### config.mk
export PLATFORM = sky130hd
export DESIGN_NAME = page_reader_flat
export DESIGN_NICKNAME = d
export VERILOG_FILES = /design/src/rtl/page_reader_if.sv /design/src/rtl/page_reader.sv /design/src/flat_wrapper.sv
export SDC_FILE = /design/constraint.sdc
export NUM_CORES = 1
export LEC_CHECK = 0
export ABC_CLOCK_PERIOD_IN_PS = 4570
export BUFFER_PORTS_ARGS = -buffer_cell sky130_fd_sc_hd__buf_2
export CAP_MARGIN = 25
export CORE_UTILIZATION = 54
export DETAILED_ROUTE_END_ITERATION = 6
export HOLD_SLACK_MARGIN = 0.15
export PLACE_DENSITY = 0.76
export SYNTH_ARGS = -nofsm -noshare
export SYNTH_HDL_FRONTEND = slang
export SYNTH_SLANG_ARGS = --single-unit
### constraint.sdc
create_clock -name clk -period 4.57 [get_ports clk]
set_input_delay 0.457 -clock clk [delete_from_list [all_inputs] [get_ports clk]]
set_output_delay 0.457 -clock clk [all_outputs]
set_load 0.05 [all_outputs]
### src/rtl/page_reader_if.sv
// page_reader_if: output word stream of page_reader (data, page tag, last-of-page flag).
// Ports: data_o/page_o/last_o/valid_o flow from the reader (master) to the consumer (slave);
//        ready_i flows back from the consumer. A word transfers when valid_o && ready_i.
interface page_reader_if #(
  parameter int RAM_WIDTH = 18,
  parameter int PAGE_W    = 3
);
  logic [RAM_WIDTH-1:0] data_o;
  logic [PAGE_W-1:0]    page_o;
  logic                 last_o;
  logic                 valid_o;
  logic                 ready_i;

  modport master (
    output data_o,
    output page_o,
    output last_o,
    output valid_o,
    input  ready_i
  );

  modport slave (
    input  data_o,
    input  page_o,
    input  last_o,
    input  valid_o,
    output ready_i
  );
endinterface

### src/rtl/page_reader.sv
// page_reader_fifo: show-ahead FIFO, head word visible whenever pop_vld_o is high.
// Latency: a pushed word is visible the cycle after the push.
// Backpressure: head holds while pop_rdy_i is low; pushes beyond DEPTH are dropped (callers reserve space).
// Ports: push_vld_i/push_dat_i write side, pop_vld_o/pop_rdy_i/pop_dat_o read side, count_o fill level.
module page_reader_fifo #(
  parameter int W     = 8,
  parameter int DEPTH = 4,
  parameter int CNT_W = $clog2(DEPTH + 1)
) (
  input  logic             clk,
  input  logic             rst,
  input  logic             push_vld_i,
  input  logic [W-1:0]     push_dat_i,
  output logic             pop_vld_o,
  input  logic             pop_rdy_i,
  output logic [W-1:0]     pop_dat_o,
  output logic [CNT_W-1:0] count_o
);
  localparam int PTR_W = (DEPTH > 1) ? $clog2(DEPTH) : 1;

  logic [W-1:0]     mem_q [DEPTH];
  logic [PTR_W-1:0] wr_ptr_q;
  logic [PTR_W-1:0] rd_ptr_q;
  logic [CNT_W-1:0] cnt_q;
  logic             push;
  logic             pop;

  function automatic logic [PTR_W-1:0] ptr_inc(input logic [PTR_W-1:0] p);
    return (p == PTR_W'(DEPTH - 1)) ? '0 : p + PTR_W'(1);
  endfunction

  assign pop       = (cnt_q != '0) && pop_rdy_i;
  assign push      = push_vld_i && ((cnt_q != CNT_W'(DEPTH)) || pop);
  assign pop_vld_o = (cnt_q != '0);
  assign pop_dat_o = mem_q[rd_ptr_q];
  assign count_o   = cnt_q;

  always_ff @(posedge clk) begin
    if (rst) begin
      wr_ptr_q <= '0;
      rd_ptr_q <= '0;
      cnt_q    <= '0;
      for (int i = 0; i < DEPTH; i++) mem_q[i] <= '0;
    end else begin
      if (push) begin
        mem_q[wr_ptr_q] <= push_dat_i;
        wr_ptr_q        <= ptr_inc(wr_ptr_q);
      end
      if (pop) rd_ptr_q <= ptr_inc(rd_ptr_q);
      if (push && !pop)      cnt_q <= cnt_q + CNT_W'(1);
      else if (pop && !push) cnt_q <= cnt_q - CNT_W'(1);
    end
  end
endmodule

// page_reader: walks pages 0..PAGES-1 of a paged BRAM, reading nent[p] words per page into a tagged stream.
// Latency: first word on the stream RD_LAT+1 cycles after the first read is issued; 1 word/cycle sustained.
// Backpressure: reads issue only while FIFO fill + reads in flight < FIFO_DEPTH, so ready_i low stalls the walk.
// Ports: clk/rst (sync active-high); start pulse; nent_i packed per-page counts;
//        addrb/enb/regceb/doutb to the memory read port; st stream (data/page/last, valid/ready);
//        busy while a scan runs; done one-cycle pulse once the last word has been accepted.
module page_reader #(
  parameter int RAM_WIDTH   = 18,
  parameter int ADDR_W      = 10,
  parameter int PAGES       = 8,
  parameter int NENT_W      = 5,
  parameter int PAGE_STRIDE = 32,
  parameter int RD_LAT      = 2,
  parameter int FIFO_DEPTH  = 4,
  parameter int PAGE_W      = (PAGES > 1) ? $clog2(PAGES) : 1
) (
  input  logic                     clk,
  input  logic                     rst,
  input  logic                     start,
  input  logic [PAGES*NENT_W-1:0]  nent_i,
  output logic [ADDR_W-1:0]        addrb,
  output logic                     enb,
  output logic                     regceb,
  input  logic [RAM_WIDTH-1:0]     doutb,
  output logic                     busy,
  output logic                     done,
  page_reader_if.master            st
);
  localparam int PCNT_W = $clog2(PAGES + 1);
  localparam int CNT_W  = $clog2(FIFO_DEPTH + 1);
  localparam int LAT_W  = $clog2(RD_LAT + 1);
  localparam int FW     = RAM_WIDTH + PAGE_W + 1;

  typedef enum logic [1:0] {IDLE, SCAN, READ, DRAIN} state_t;

  typedef struct packed {
    logic              vld;
    logic [PAGE_W-1:0] page;
    logic              last;
  } tag_t;

  state_t                    state_q, state_d;
  logic [PCNT_W-1:0]         page_q, page_d;   // reaches PAGES to mark the end of the walk
  logic [NENT_W-1:0]         idx_q, idx_d;
  logic [PAGES*NENT_W-1:0]   nent_q;
  logic                      latch;
  logic                      issue;
  logic                      room;
  logic [NENT_W-1:0]         nent_arr [PAGES];
  logic [NENT_W-1:0]         cur_nent;
  logic                      is_last;
  tag_t                      tag_q [RD_LAT];
  tag_t                      tag_new;
  logic [LAT_W-1:0]          inflight;
  logic [CNT_W-1:0]          fifo_cnt;
  logic [FW-1:0]             fifo_dat;

  always_comb begin
    for (int p = 0; p < PAGES; p++) nent_arr[p] = nent_q[p*NENT_W +: NENT_W];
  end

  assign cur_nent = nent_arr[page_q[PAGE_W-1:0]];
  assign is_last  = (idx_q == cur_nent - NENT_W'(1));

  always_comb begin
    inflight = '0;
    for (int i = 0; i < RD_LAT; i++) inflight = inflight + LAT_W'(tag_q[i].vld);
  end

  // Counting in-flight reads as already occupying the FIFO guarantees every
  // returning word has a slot, whatever ready_i does meanwhile.
  assign room = (int'(fifo_cnt) + int'(inflight)) < FIFO_DEPTH;

  always_comb begin
    state_d = state_q;
    page_d  = page_q;
    idx_d   = idx_q;
    latch   = 1'b0;
    issue   = 1'b0;
    done    = 1'b0;
    case (state_q)
      IDLE: begin
        if (start) begin
          state_d = SCAN;
          page_d  = '0;
          idx_d   = '0;
          latch   = 1'b1;
        end
      end
      SCAN: begin
        if (page_q == PCNT_W'(PAGES)) begin
          state_d = DRAIN;
        end else if (cur_nent == '0) begin
          page_d = page_q + PCNT_W'(1);
        end else begin
          state_d = READ;
          idx_d   = '0;
        end
      end
      READ: begin
        if (room) begin
          issue = 1'b1;
          if (is_last) begin
            page_d  = page_q + PCNT_W'(1);
            idx_d   = '0;
            state_d = SCAN;
          end else begin
            idx_d = idx_q + NENT_W'(1);
          end
        end
      end
      DRAIN: begin
        if (inflight == '0 && fifo_cnt == '0) begin
          done    = 1'b1;
          state_d = IDLE;
        end
      end
      default: state_d = IDLE;
    endcase
  end

  always_comb begin
    tag_new      = '0;
    tag_new.vld  = issue;
    tag_new.page = issue ? page_q[PAGE_W-1:0] : '0;
    tag_new.last = issue && is_last;
  end

  always_ff @(posedge clk) begin
    if (rst) begin
      state_q <= IDLE;
      page_q  <= '0;
      idx_q   <= '0;
      nent_q  <= '0;
      for (int i = 0; i < RD_LAT; i++) tag_q[i] <= '0;
    end else begin
      state_q  <= state_d;
      page_q   <= page_d;
      idx_q    <= idx_d;
      if (latch) nent_q <= nent_i;
      tag_q[0] <= tag_new;
      for (int i = 1; i < RD_LAT; i++) tag_q[i] <= tag_q[i-1];
    end
  end

  // The memory pipeline has no valid of its own; keeping both enables high
  // while any tag is in flight keeps doutb in step with the tag shift register.
  assign enb    = issue || (inflight != '0);
  assign regceb = enb;
  assign addrb  = ADDR_W'(page_q) * ADDR_W'(PAGE_STRIDE) + ADDR_W'(idx_q);
  assign busy   = (state_q != IDLE);

  page_reader_fifo #(
    .W     (FW),
    .DEPTH (FIFO_DEPTH)
  ) u_fifo (
    .clk        (clk),
    .rst        (rst),
    .push_vld_i (tag_q[RD_LAT-1].vld),
    .push_dat_i ({tag_q[RD_LAT-1].last, tag_q[RD_LAT-1].page, doutb}),
    .pop_vld_o  (st.valid_o),
    .pop_rdy_i  (st.ready_i),
    .pop_dat_o  (fifo_dat),
    .count_o    (fifo_cnt)
  );

  assign {st.last_o, st.page_o, st.data_o} = fifo_dat;
endmodule

### src/flat_wrapper.sv
// flat-port wrapper written by rule: the top's interface ports become plain ports
module page_reader_flat 
#(
  parameter int RAM_WIDTH   = 18,
  parameter int ADDR_W      = 10,
  parameter int PAGES       = 8,
  parameter int NENT_W      = 5,
  parameter int PAGE_STRIDE = 32,
  parameter int RD_LAT      = 2,
  parameter int FIFO_DEPTH  = 4,
  parameter int PAGE_W      = (PAGES > 1) ? $clog2(PAGES) : 1
)
  (clk, rst, start, nent_i, addrb, enb, regceb, doutb, busy, done, st_data_o, st_page_o, st_last_o, st_valid_o, st_ready_i);
  page_reader_if #(.RAM_WIDTH(RAM_WIDTH), .PAGE_W(PAGE_W)) st_i ();
  input  logic clk;
  input  logic rst;
  input  logic start;
  input  logic [PAGES*NENT_W-1:0] nent_i;
  output logic [ADDR_W-1:0] addrb;
  output logic enb;
  output logic regceb;
  input  logic [RAM_WIDTH-1:0] doutb;
  output logic busy;
  output logic done;
  output wire logic [$bits(st_i.data_o)-1:0] st_data_o;
  output wire logic [$bits(st_i.page_o)-1:0] st_page_o;
  output wire logic [$bits(st_i.last_o)-1:0] st_last_o;
  output wire logic [$bits(st_i.valid_o)-1:0] st_valid_o;
  input wire logic [$bits(st_i.ready_i)-1:0] st_ready_i;
  assign st_data_o = st_i.data_o;
  assign st_page_o = st_i.page_o;
  assign st_last_o = st_i.last_o;
  assign st_valid_o = st_i.valid_o;
  assign st_i.ready_i = st_ready_i;
  page_reader #(.RAM_WIDTH(RAM_WIDTH), .ADDR_W(ADDR_W), .PAGES(PAGES), .NENT_W(NENT_W), .PAGE_STRIDE(PAGE_STRIDE), .RD_LAT(RD_LAT), .FIFO_DEPTH(FIFO_DEPTH), .PAGE_W(PAGE_W)) u_core (.clk(clk), .rst(rst), .start(start), .nent_i(nent_i), .addrb(addrb), .enb(enb), .regceb(regceb), .doutb(doutb), .busy(busy), .done(done), .st(st_i));
endmodule
; ---- Word level (Yosys, flattened, before mapping)
; Memories as Yosys holds them, arrays and structs flattened. A register that Yosys moved wholly into a read port is not among the register bits.
; Index checks and enable logic that the tools add are counted.
[op_classes]
add_sub_neg = 10
magnitude_cmp = 2
eq_ne = 16
mux = 46
n_bitwise = 3
reduce_logical = 23
[op_table]
columns = op, count
row1 = $mux W5, 9
row2 = $lt A32 B4 Y1 const B, 1
row3 = $mux W2, 11
row4 = $mux W22, 1
row5 = $reduce_or A22 Y1, 1
row6 = $mux W4, 5
row7 = $bmux W5 S3, 1
row8 = $pmux W5 S3, 1
row9 = $mux W1, 13
row10 = $pmux W4 S3, 1
row11 = $add A9 B5 Y10, 1
row12 = $reduce_and A5 Y1, 2
row13 = $mux W3, 3
row14 = $eq A2 B2 Y1 const B, 4
row15 = $ne A2 B1 Y1 const B, 4
row16 = $pmux W2 S4, 1
row17 = $logic_and A1 B1 Y1, 6
row18 = $ne A2 B2 Y1 const B, 3
row19 = $reduce_and A6 Y1, 1
row20 = $reduce_bool A2 Y1, 3
row21 = $reduce_bool A3 Y1, 2
row22 = $add A5 B1 Y5 const B, 1
row23 = $eq A5 B5 Y1, 1
row24 = $logic_not A5 Y1, 1
row25 = 18 further kinds, 23
[totals]
reg_bits = 58
ram_bits = 98
elab_cells = 109
mem_count = 2
[memory_table]
columns = memory, words, word_bits, rd, rd_ports_with_merged_regs, wr, line
row1 = u_core.u_fifo.mem_q, 4, 22, 1, 1, 4, page_reader.sv:21  ; logic [W-1:0] mem_q [DEPTH];
row2 = u_core.tag_q, 2, 5, 2, 0, 2, page_reader.sv:107  ; tag_t tag_q [RD_LAT];

; ---- Depth between registers and ports, before layout
; Gate-level depths: netlist (run 1).
[depth]
ltp_word = 9
depth_mapped = 11
mapped_depth_nobuf = 10

; ---- Modules after synthesis
; A second synthesis (run 1) with hierarchy kept.
[hier_totals]
hier_cells = 593
hier_area_um2 = 7176.9
[modules_own_cells]
columns = mod, n_inst, cells_per_inst, area_each_um2, seq_area_each_um2
row1 = page_reader_fifo, 1, 260, 4232.8, 2822.7
row2 = page_reader, 1, 333, 2944.1, 1221.2

; ---- Worst setup path before layout (run 1)
; OpenSTA, ideal clock, no wires.
[synth_timing]
kind = reg2reg
from = register u_core.page_q[0]
to = register u_core.state_q[0]
t_arrival_ns = 3.342
required_ns = 4.498
path_slack_ns = 1.157
path_stages_with_launch = 11
cell_sequence = dfxtp_1 buf_4 mux4_2 mux2i_1 ha_1 xor2_1 nand2_1 nor2_1 o311ai_4 a221oi_4 mux2i_1
[synth_via]
elab_chain_len = 8
word_cells_on_any_way = 13
[synth_rtl]
columns = element, line
row1 = start: declaration, page_reader.sv:98  ; logic [PCNT_W-1:0] page_q, page_d;
row2 = start signal: assignment, page_reader.sv:193  ; page_q <= page_d;
row3 = $not A3 Y4 (not written as such), page_reader.sv:117  ; assign cur_nent = nent_arr[page_q[PAGE_W-1:0]];
row4 = $bmux W5 S3, page_reader.sv:117
row5 = $mux W5 (not written as such) (2 in a row), page_reader.sv:117
row6 = $sub A5 B1 Y5, page_reader.sv:118  ; assign is_last = (idx_q == cur_nent - NENT_W'(1));
row7 = $eq A5 B5 Y1, page_reader.sv:118
row8 = $ne A2 B1 Y1 (no source line), -
row9 = $reduce_and A5 Y1 (no source line), -
row10 = end signal: assignment, page_reader.sv:192  ; state_q <= state_d;
row11 = end: declaration, page_reader.sv:97  ; state_t state_q, state_d;
; Parallel ways exist; a longest one is shown, timed or not. The select of a mux whose other input is x is not followed.
; A chain may end at the register's enable or synchronous reset.

; ---- Worst setup path in the final report (run 1)
; Same ends and word-level chain as after synthesis.

==> run metrics, run 1 <==
status complete, no violations; CP Launch Point u_core.page_q[0]; Final ANT Viol Nets 0; MaxCap Viol Count 0; worst endpoint required time 4.93 ns; fill count 993; Peak supply drop 351.0 µV; I/O Buffers 97; min Tclk post-route 3.224 ns; post_cts resized 0; Reg clk slew, reported paths 0.06 ns; leading cell type in the layout, fill and taps excluded nand2_1; reg2reg end u_core.state_q[0]; pwr dens 519.1 nW/µm²; initial core utilization 0.5571; clock skew 0.005520 ns; Unique masters post-synth 46; FF-to-FF Start u_core.page_q[0]; critical path launch point type register; Arr. time, crit path 3.58 ns; critical path class register to register; # rows 41; area of the multi-input gates 2879 µm²; All-Layer GR Usage 0.2349; CTS max path bufs 2; root buffer cell clkbuf_16; worst setup margin 1.346 ns; # Post-CTS Setup Buffers 0; P_leak 3.359 nW; RePlAce Congestion 0.8276; clock sinks 158; Via Count 4,672; initial antenna violation count 0; die area 13,590 µm²; Synth area leader edfxtp_1; largest net degree at the start of global routing 67; CTS buffer count 17; TritonRoute pass-1 iters 5; Avg Cell Area, Syn 12.05 µm²; Final #Nets 761; Final Cycle Share 0.7054; Setup TNS 0 ns; vias in the first global route 4,773; sequential cell area 4044 µm²; DR iter-0 viols 270; final global-route overflow total 0; Die Ht 116.6 µm; Core Footprint 12,720 µm²; Via density 5.389; CTS H-tree depth 4; fmax 0.3102 GHz; post-synth top area share 0.3728; commonest cells after routing, fill and taps aside nand2_1, buf_2, and2_1; IO Pins 99; Synth Net Count 667; Mapped Cells 588; Hold Path Depth 3; DRC 0; Final Routed Wirelength 14.51 mm; synthesized area 7088 µm²; n_diodes 0; R2R cell count 10; number of synthesized register bits 158; crit end category register; final hold viol count 0; reg-to-reg slack, setup 1.35 ns; Worst slew margin 0.3507; CTS tree yes; min-delay worst type input pin to register; wire per inst 16.73 µm; share of the yosys chip area belonging to registers 0.5705; Synth Warn # 0; layout cell share with drive strength beyond 1 0.2719; Post-DP HPWL 9.511 mm; clk_lat worst skew 0.43 ns; RSZ-0062 raised after global routing false; worst slack at placement 1.343 ns; CTS hold repair buffers 0; global-route wire length before repair 23.34 mm; hold path endpoint u_core.nent_q[13]; worst-path fanout max 15; area grow syn2layout 18.36%; HP Start nent_i[13]; setup violators final 0; Slew Viols, Final 0; Worst Max-Slew Pin Slew 0.9634 ns; Area contributors post-synth edfxtp_1, dfxtp_1, mux4_2; Die X 116.6 µm
through the flow:
step	instance area (µm²)	std cells	hold slack (ns)	util	total power, W
4_1_cts	8389	867	0.2504	0.6594	0.004386
2_1_floorplan	7088	588	0.4138	-	0.002713
3_5_place_dp	7806	835	0.4220	0.6136	0.003007
5_1_grt	8389	867	0.2619	0.6594	0.004565
3_3_place_gp	7751	833	0.4240	0.6093	0.002940
6_report	8389	867	0.2651	0.6594	0.004355
critical path, cell delays in order, from the launching register on:
cell	delay, ns
dfxtp_1	0.31
buf_4	0.24
mux4_2	0.54
mux2i_1	0.31
ha_1	0.27
xor2_1	0.34
nand2_1	0.09
nor2_1	0.28
o311ai_4	0.18
a221oi_4	0.38
mux2i_1	0.22
worst max-delay path by stage:
| stage | cells after the start | endpoint |
|---|---|---|
| after floorplan | 10 | u_core.state_q[0] |
| after global placement | 10 | u_core.state_q[0] |
| after detailed placement | 10 | u_core.state_q[0] |
| after CTS | 10 | u_core.state_q[0] |
| after global routing | 9 | u_core.state_q[1] |
| final | 10 | u_core.state_q[0] |
cell usage after synthesis (all sizes together):
library cell / number
a21boi: 2
a21oi: 48
a221oi: 1
a22oi: 1
a311oi: 1
and2: 91
and3: 3
buf: 10
clkbuf: 23
conb: 1
dfxtp: 70
edfxtp: 88
fa: 1
ha: 16
inv: 16
mux2: 3
mux2i: 7
mux4: 32
nand2: 99
nand2b: 2
nand3: 7
nand3b: 1
nand4: 2
nor2: 9
nor2b: 6
nor3: 13
nor4: 3
nor4b: 2
o2111ai: 2
o211ai: 1
o21ai: 2
o22a: 1
o311a: 1
o311ai: 2
o32ai: 2
o41ai: 3
or2: 3
or3: 2
xnor2: 2
xor2: 9
where the power goes:
part / internal, W / leakage [nW] / total [W] / switching (W)
clock network: 0.000819 / 0.276 / 0.00138 / 0.000565
logic: 0.000453 / 1.60 / 0.00127 / 0.000814
registers: 0.00162 / 1.48 / 0.00170 / 0.0000827
total: 0.00289 / 3.36 / 0.00435 / 0.00146
cells by family (layout without fill, tap and decap cells):
kind of cell | after synthesis | count (layout) | synth area share
xor+xnor | 11 | 11 | 0.01465
buf+inv | 49 | 156 | 0.02754
simple gates | 243 | 243 | 0.1765
mux | 42 | 42 | 0.1163
other cells | 1 | 1 | 0.0005291
fa+ha+maj | 17 | 17 | 0.03107
flops | 158 | 158 | 0.5705
compound gates | 67 | 67 | 0.06285
metal layers:
metal,GRT usage,wire length [µm],part of all wire
met2,0.4308,7806,0.54
met3,0.06435,873,0.060
met4,0.08439,216,0.015
met1,0.2604,5612,0.39
met5,0,0,0
sequential cells by signal, summed over array words and instances (netlist names), named ones only:
signal                  cells
u_core.idx_q                5
u_core.nent_q              40
u_core.page_q               4
u_core.state_q              2
u_core.tag_q               10
u_core.u_fifo.count_o       3
u_core.u_fifo.mem_q        88
u_core.u_fifo.rd_ptr_q      2
u_core.u_fifo.wr_ptr_q      2
final cells by class:
type	instances	area share
sequential	158	0.4820
timing repair buffer	108	0.07248
inverter	16	0.007159
tap	172	0.02565
clock buffer	19	0.05280
clock inverter	13	0.01670
multi-input combinational	381	0.3432
No activity file was read; power rests on OpenSTA's default activity.
==> inputs of run 2 (changes only) <==
- ABC_AREA: not set -> 1
- ABC_CLOCK_PERIOD_IN_PS: 4570 -> 3250
- clock period: 4.57 -> 3.25 ns (I/O delays scaled with it)
==> run metrics, run 2 <==
Slew Viols, Final 0 (unchanged); critical path class register to register; Mapped Cells 823 (+40%); # Post-CTS Setup Buffers 0 (unchanged); max reg flops 88 (unchanged); clock skew 0.007240 ns (+0.001720 ns); post-route insts no fill 1,100 (+27%); vias in the first global route 5,437 (+14%); critical path launch point type register; clk_lat worst skew 0.42 ns (about the same); worst-path fanout max 12 (-3); critical path's slowest cell dfxtp_1; worst endpoint required time 3.60 ns (-1.33 ns); final global-route overflow total 0 (unchanged); Inst Count DP 1,063 (+27%); Via Count 5,739 (+23%); number of synthesized register bits 158 (unchanged); root buffer cell clkbuf_16; status complete, no violations; Via density 5.217 (-3.2%); crit end category register; area grow syn2layout 17.60%; fmax 0.3912 GHz (+26%); setup violators final 0 (unchanged); n_diodes 0 (unchanged); Post-synth top cells nor2_1, o21ai_0, edfxtp_1, nand2_1, inv_1; ys flop type edfxtp_1; CTS tree yes; MaxCap Viol Count 0 (unchanged); IO Pins 99 (unchanged); RSZ-0062 raised after global routing false; Final ANT Viol Nets 0 (unchanged); initial core utilization 0.5617 (+0.004521); pwr dens 951.4 nW/µm² (+83%); Final Routed Wirelength 15.13 mm (+4.2%); Setup TNS 0 ns (unchanged); CTS H-tree depth 4 (unchanged); All-Layer GR Usage 0.2386 (+0.003720); Die X 117.3 µm (+0.60%); Synth Net Count 902 (+35%); clock sinks 158 (unchanged); ys async rst share 0 (unchanged); TritonRoute pass-1 iters 5 (unchanged); FF-to-FF Start u_core.page_q[2]; Final #Nets 994 (+31%); layout cell share with drive strength beyond 1 0.1767 (-0.09522); synthesized area 7174 µm² (+1.2%); Reg clk slew, reported paths 0.06 ns (about the same); Post-synth EDFFs 88 (unchanged); Final Cycle Share 0.7865 (+0.08110); top flop regs u_core.u_fifo.mem_q (88), u_core.nent_q (40), u_core.tag_q (10); Arr. time, crit path 2.91 ns (-0.67 ns); initial antenna violation count 0 (unchanged); reg-to-reg slack, setup 0.69 ns (-0.65 ns); Peak supply drop 632.9 µV (+80%); Worst slew margin 0.5703 (+0.2196); DRC 0 (unchanged); min Tclk post-route 2.556 ns (-0.6675 ns); Unique masters post-synth 39 (-15%); fill count 1,063 (+7.0%); Largest Register u_core.u_fifo.mem_q; R2R cell count 15 (+5); P_leak 3.700 nW (+10%); Worst Max-Slew Pin Slew 0.6438 ns (-0.3195 ns); I/O Buffers 97 (unchanged); die area 13,750 µm² (+1.2%); largest net degree at the start of global routing 59 (-12%); Synth area leader edfxtp_1; most used cell, CP nand2_1; min-delay worst type input pin to register; CP max stage delay 0.57 ns (+0.03 ns); most numerous cell in the Yosys netlist nor2_1; leading cell type in the layout, fill and taps excluded nor2_1; # rows 41 (unchanged); Area contributors post-synth edfxtp_1, dfxtp_1, nor2_1; final hold viol count 0 (unchanged); global-route wire length before repair 24.83 mm (+6.4%); CTS max path bufs 2 (unchanged); Die Ht 117.3 µm (+0.60%); post-synth top area share 0.3683 (-0.004486); Hold Path Depth 3 (unchanged); commonest cells after routing, fill and taps aside nor2_1, buf_2, o21ai_0; CTS buffer count 17 (unchanged); reg2reg end u_core.page_q[0]; RePlAce Congestion 0.8405 (+1.6%); Synth Warn # 0 (unchanged); HP Start nent_i[29]; Core Footprint 12,770 µm² (+0.40%); share of the yosys chip area belonging to registers 0.5637 (-0.006865); Post-DP HPWL 9.707 mm (+2.1%); critical-path cell list clkinv_1, nand3_1, nand2_1, ha_1, xor2_1, nand2_1, nor2_1, nand3_1, nor2_2, nand2_2, nand2_4, nand2_2, nand2_1, nand2_1, nor2_1; Avg Cell Area, Syn 8.717 µm² (-28%); hold path endpoint u_core.nent_q[29]; DR iter-0 viols 424 (+57%); wire per inst 13.75 µm (-18%); Final Total Pwr 0.008027 W (+84%); final core utilization 0.6605 (+0.001074)
## run 2: cell types whose count changed after synthesis, moves of 7 or more
| cell | change |
|---|---|
| buf_1 | -7 |
| nor2_1 | +200 |
| nand3_1 | +31 |
| nor3_1 | -9 |
| a21oi_1 | -15 |
| mux4_2 | -32 |
| o22ai_1 | +22 |
| and2_1 | -91 |
| nand2_2 | +9 |
| inv_1 | +61 |
| o21ai_0 | +89 |
| nand2_1 | -11 |
| buf_2 | +10 |
## run 2: cell families (layout without fill, tap and decap cells)
group / Yosys count / count (layout) / synth area share
AOI/OAI and AO/OA: 153 / 153 / 0.1141
xor gates and xnor gates: 6 / 6 / 0.009243
adders and majority gates: 17 / 17 / 0.03069
buffers and inverters: 127 / 232 / 0.07360
DFF: 158 / 158 / 0.5637
muxes: 1 / 1 / 0.001395
other: 1 / 1 / 0.0005227
and+or+nand+nor: 360 / 360 / 0.2068
## run 2: power by group
group          leakage, nW  total (W)  internal (W)  switching (W)
Sequential            1.48    0.00256       0.00239       0.000167
Combinational         1.91    0.00347      0.000980        0.00249
Clock                0.303    0.00200       0.00127       0.000735
## run 2: routing by layer
layer	track usage	share of wire	vias up
met4	0.1148	0.020	0
met1	0.2862	0.43	2654
met5	0	0	-
met3	0.04686	0.054	28
li1	-	-	2881
met2	0.4122	0.49	176
## run 2: critical path, delay by kind of cell (launching register included)
family	cells	cell delay [ns]
fa+ha+maj	1	0.31
xor+xnor	1	0.13
buf+inv	1	0.36
flops	1	0.57
simple gates	12	1.12
## run 2: through the flow
| step | hold WS, ns | instance area, µm² | setup slack [ns] |
|---|---|---|---|
| after floorplan | 0.3883 | 7174 | 0.3672 |
| after global placement | 0.3895 | 7781 | 0.8181 |
| after detailed placement | 0.3962 | 7781 | 0.7378 |
| after CTS | 0.1505 | 8437 | 0.6943 |
| after global routing | 0.1801 | 8437 | 0.4043 |
| final | 0.1656 | 8437 | 0.6940 |
## run 2: worst max-delay path by stage
stage,startpoint,to,slack [ns],cells after the start
finish,u_core.page_q[2],u_core.page_q[0],0.69,15
floorplan,u_core.u_fifo.count_o[0],u_core.u_fifo.mem_q[3][0],0.37,7
global placement,u_core.page_q[2],u_core.idx_q[3],0.82,14
CTS,register,st_data_o[1],0.69,5
detailed placement,u_core.page_q[2],u_core.idx_q[1],0.74,14
global route,u_core.page_q[2],u_core.page_q[0],0.40,15
## run 2: cell type report
cell class	instances	area, µm²	area share
multi-input cells	538	2608	0.3091
clock inverters	4	73.82	0.008750
clock buffers	28	531.8	0.06303
inverters	83	316.6	0.03752
flip-flops and latches	158	4044	0.4793
repair buffers	117	648.1	0.07682
well taps	172	215.2	0.02551
## run 2: repair_timing
item | CTS | global route
endpoints found under the hold margin | 5 | 0
hold buffers | 5 | 0
resized for setup | 0 | 0
==> inputs of run 3 (changes only) <==
- ABC_AREA: 1 -> 0
- ABC_CLOCK_PERIOD_IN_PS: 3250 -> 2200
- CORE_UTILIZATION: 54 -> 52
- clock period: 3.25 -> 2.2 ns (I/O delays scaled with it)
==> run metrics, run 3 (synthesized netlist as in run 1, its figures left out) <==
area grow syn2layout 35.13%; vias in the first global route 5,622 (+3.4%); critical path class register to register; commonest cells after routing, fill and taps aside nand2_1, buf_2, and2_1; RePlAce Congestion 0.9054 (+7.7%); failing checks negative setup slack; Int Pwr 0.006490 W (+40%); Setup TNS -4.906 ns (-4.906 ns); clock share of power 0.284 (+0.034); die area 14,100 µm² (+2.5%); wire per inst 18.29 µm (+33%); n_diodes 0 (unchanged); area of the multi-input gates 3178 µm² (+22%); final hold viol count 0 (unchanged); Final #Nets 859 (-14%); Slew Viols, Final 0 (unchanged); min-delay worst type input pin to register; IO Pins 99 (unchanged); dpl cell area 8094 µm² (+4.0%); Worst slew margin 0.5824 (+0.01204); max reg flops 88 (unchanged); Die Ht 118.8 µm (+1.3%); sequential cell area 4059 µm² (+0.37%); clock skew 0.007357 ns (+0.0001171 ns); worst-path fanout max 6 (-6); worst setup margin -0.4621 ns (-1.156 ns); Logic pwr share 0.349 (-0.083); Die X 118.8 µm (+1.3%); Post-DP HPWL 10.65 mm (+9.7%); root buffer cell clkbuf_16; Reg clk slew, reported paths 0.06 ns (about the same); Peak supply drop 589.7 µV (-6.8%); P_sw 0.003297 W (-2.7%); MaxCap Viol Count 0 (unchanged); Via density 5.487 (+5.2%); met3 wire length 1.017 mm (+25%); layout cell share with drive strength beyond 1 0.3279 (+0.1511); I/O Buffers 97 (unchanged); Final Routed Wirelength 17.72 mm (+17%); top flop regs u_core.u_fifo.mem_q (88), u_core.nent_q (40), u_core.tag_q (10); global-route wire length before repair 28.19 mm (+14%); switch share 0.3369 (-0.08529); Worst Max-Slew Pin Slew 0.6265 ns (-0.01735 ns); crit end category register; DRC 0 (unchanged); hold slack final 0.1739 ns (+0.008274 ns); CTS max path bufs 2 (unchanged); setup violators final 14 (+14); final global-route overflow total 0 (unchanged); initial antenna violation count 0 (unchanged); Final Cycle Share 1.210 (+0.4236); Arr. time, crit path 3.01 ns (+0.10 ns); final standard cell area without fillers 9578 µm² (+14%); CTS H-tree depth 4 (unchanged); fmax 0.3756 GHz (-4.0%); Final ANT Viol Nets 0 (unchanged); TritonRoute pass-1 iters 5 (unchanged); DR iter-0 viols 406 (-4.2%); initial core utilization 0.5352 (-0.02642); pwr dens 1022 nW/µm² (+7.4%); worst endpoint required time 2.55 ns (-1.05 ns); met2 WL 9.564 mm (+28%); Via Count 5,317 (-7.4%); critical path launch point type register; Core Footprint 13,240 µm² (+3.7%); P_leak 3.819 nW (+3.2%); RSZ-0062 raised after global routing true; clock sinks 158 (unchanged); All-Layer GR Usage 0.2647 (+0.02610); clk_lat worst skew 0.43 ns (about the same); status complete, but fails checks; WL met1 6.544 mm (+0.23%); min Tclk post-route 2.662 ns (+0.1061 ns); CTS buffer count 17 (unchanged); Largest Register u_core.u_fifo.mem_q; largest net degree at the start of global routing 42 (-29%); sequential fraction of design power 0.366 (+0.048); fill count 855 (-20%); uppermost layer routed met4; CTS tree yes; # rows 42 (+2.4%)
## run 3: changes by cell type in the layout (fill, tap and decap cells not counted), sizes merged, moves of 32 or more
cell,delta
and2,+91
inv,-61
buf,+35
nor2,-201
nand3,-33
dlygate4sd3,+54
mux4,+32
o21ai,-89
## run 3: final cells by class
type	instances	share of cell area
clock buffer	27	0.05199
clock inverter	5	0.005879
inverter	16	0.006270
multi-input combinational	381	0.3318
sequential	158	0.4238
tap	176	0.02299
timing repair buffer	206	0.1573
## run 3: power groups by stage
stage | Sequential (W) | Combinational [W] | Clock (W)
3_3_place_gp | 0.00362 | 0.00283 | 0
5_1_grt | 0.00362 | 0.00364 | 0.00291
2_1_floorplan | 0.00365 | 0.00209 | 0
3_5_place_dp | 0.00364 | 0.00292 | 0
6_report | 0.00359 | 0.00342 | 0.00278
4_1_cts | 0.00358 | 0.00327 | 0.00280
## run 3: path summary, 6_finish.rpt
kind / from / to / cells after the start / slack (ns)
max: u_core.page_q[0] / u_core.state_q[0] / 9 / -0.46
min: rst / u_core.u_fifo.wr_ptr_q[0] / 2 / 0.17
max reg2reg: u_core.page_q[0] / u_core.state_q[0] / 9 / -0.46
min reg2reg: u_core.tag_q[0][2] / u_core.tag_q[0][7] / 1 / 0.43
## run 3: metal layers
layer,up-vias,GRT usage
met4,0,0.1163
met5,-,0
met1,2585,0.2876
met2,226,0.4912
li1,2460,-
met3,46,0.05695
## run 3: through the flow
step / std cells / power (W) / util / setup slack [ns]
finish: 969 / 0.009787 / 0.7233 / -0.4621
global route: 969 / 0.01017 / 0.7233 / -0.6015
CTS: 965 / 0.009645 / 0.7165 / -0.4632
detailed placement: 868 / 0.006557 / 0.6112 / -0.5851
global placement: 868 / 0.006450 / 0.6112 / -0.4483
floorplan: 588 / 0.005741 / - / -0.6376
## run 3: critical path, stage by stage, from the launching register on
cell and delay, ns:
dfxtp_4 0.40, mux4_2 0.53, mux2i_4 0.20, ha_4 0.24, xor2_2 0.14, nand2b_1 0.12
mux2i_4 0.23, o311ai_4 0.16, a221oi_4 0.35, mux2i_1 0.22
## run 3: timing repair
| action | in CTS | in global routing |
|---|---|---|
| hold buffers | 59 | 0 |
| buffers inserted | 6 | 4 |
| gates resized for setup | 41 | 14 |
| pin swaps | 14 | 7 |
| endpoints found under the setup margin | 15 | 22 |
| hold endpoints to repair | 108 | 0 |
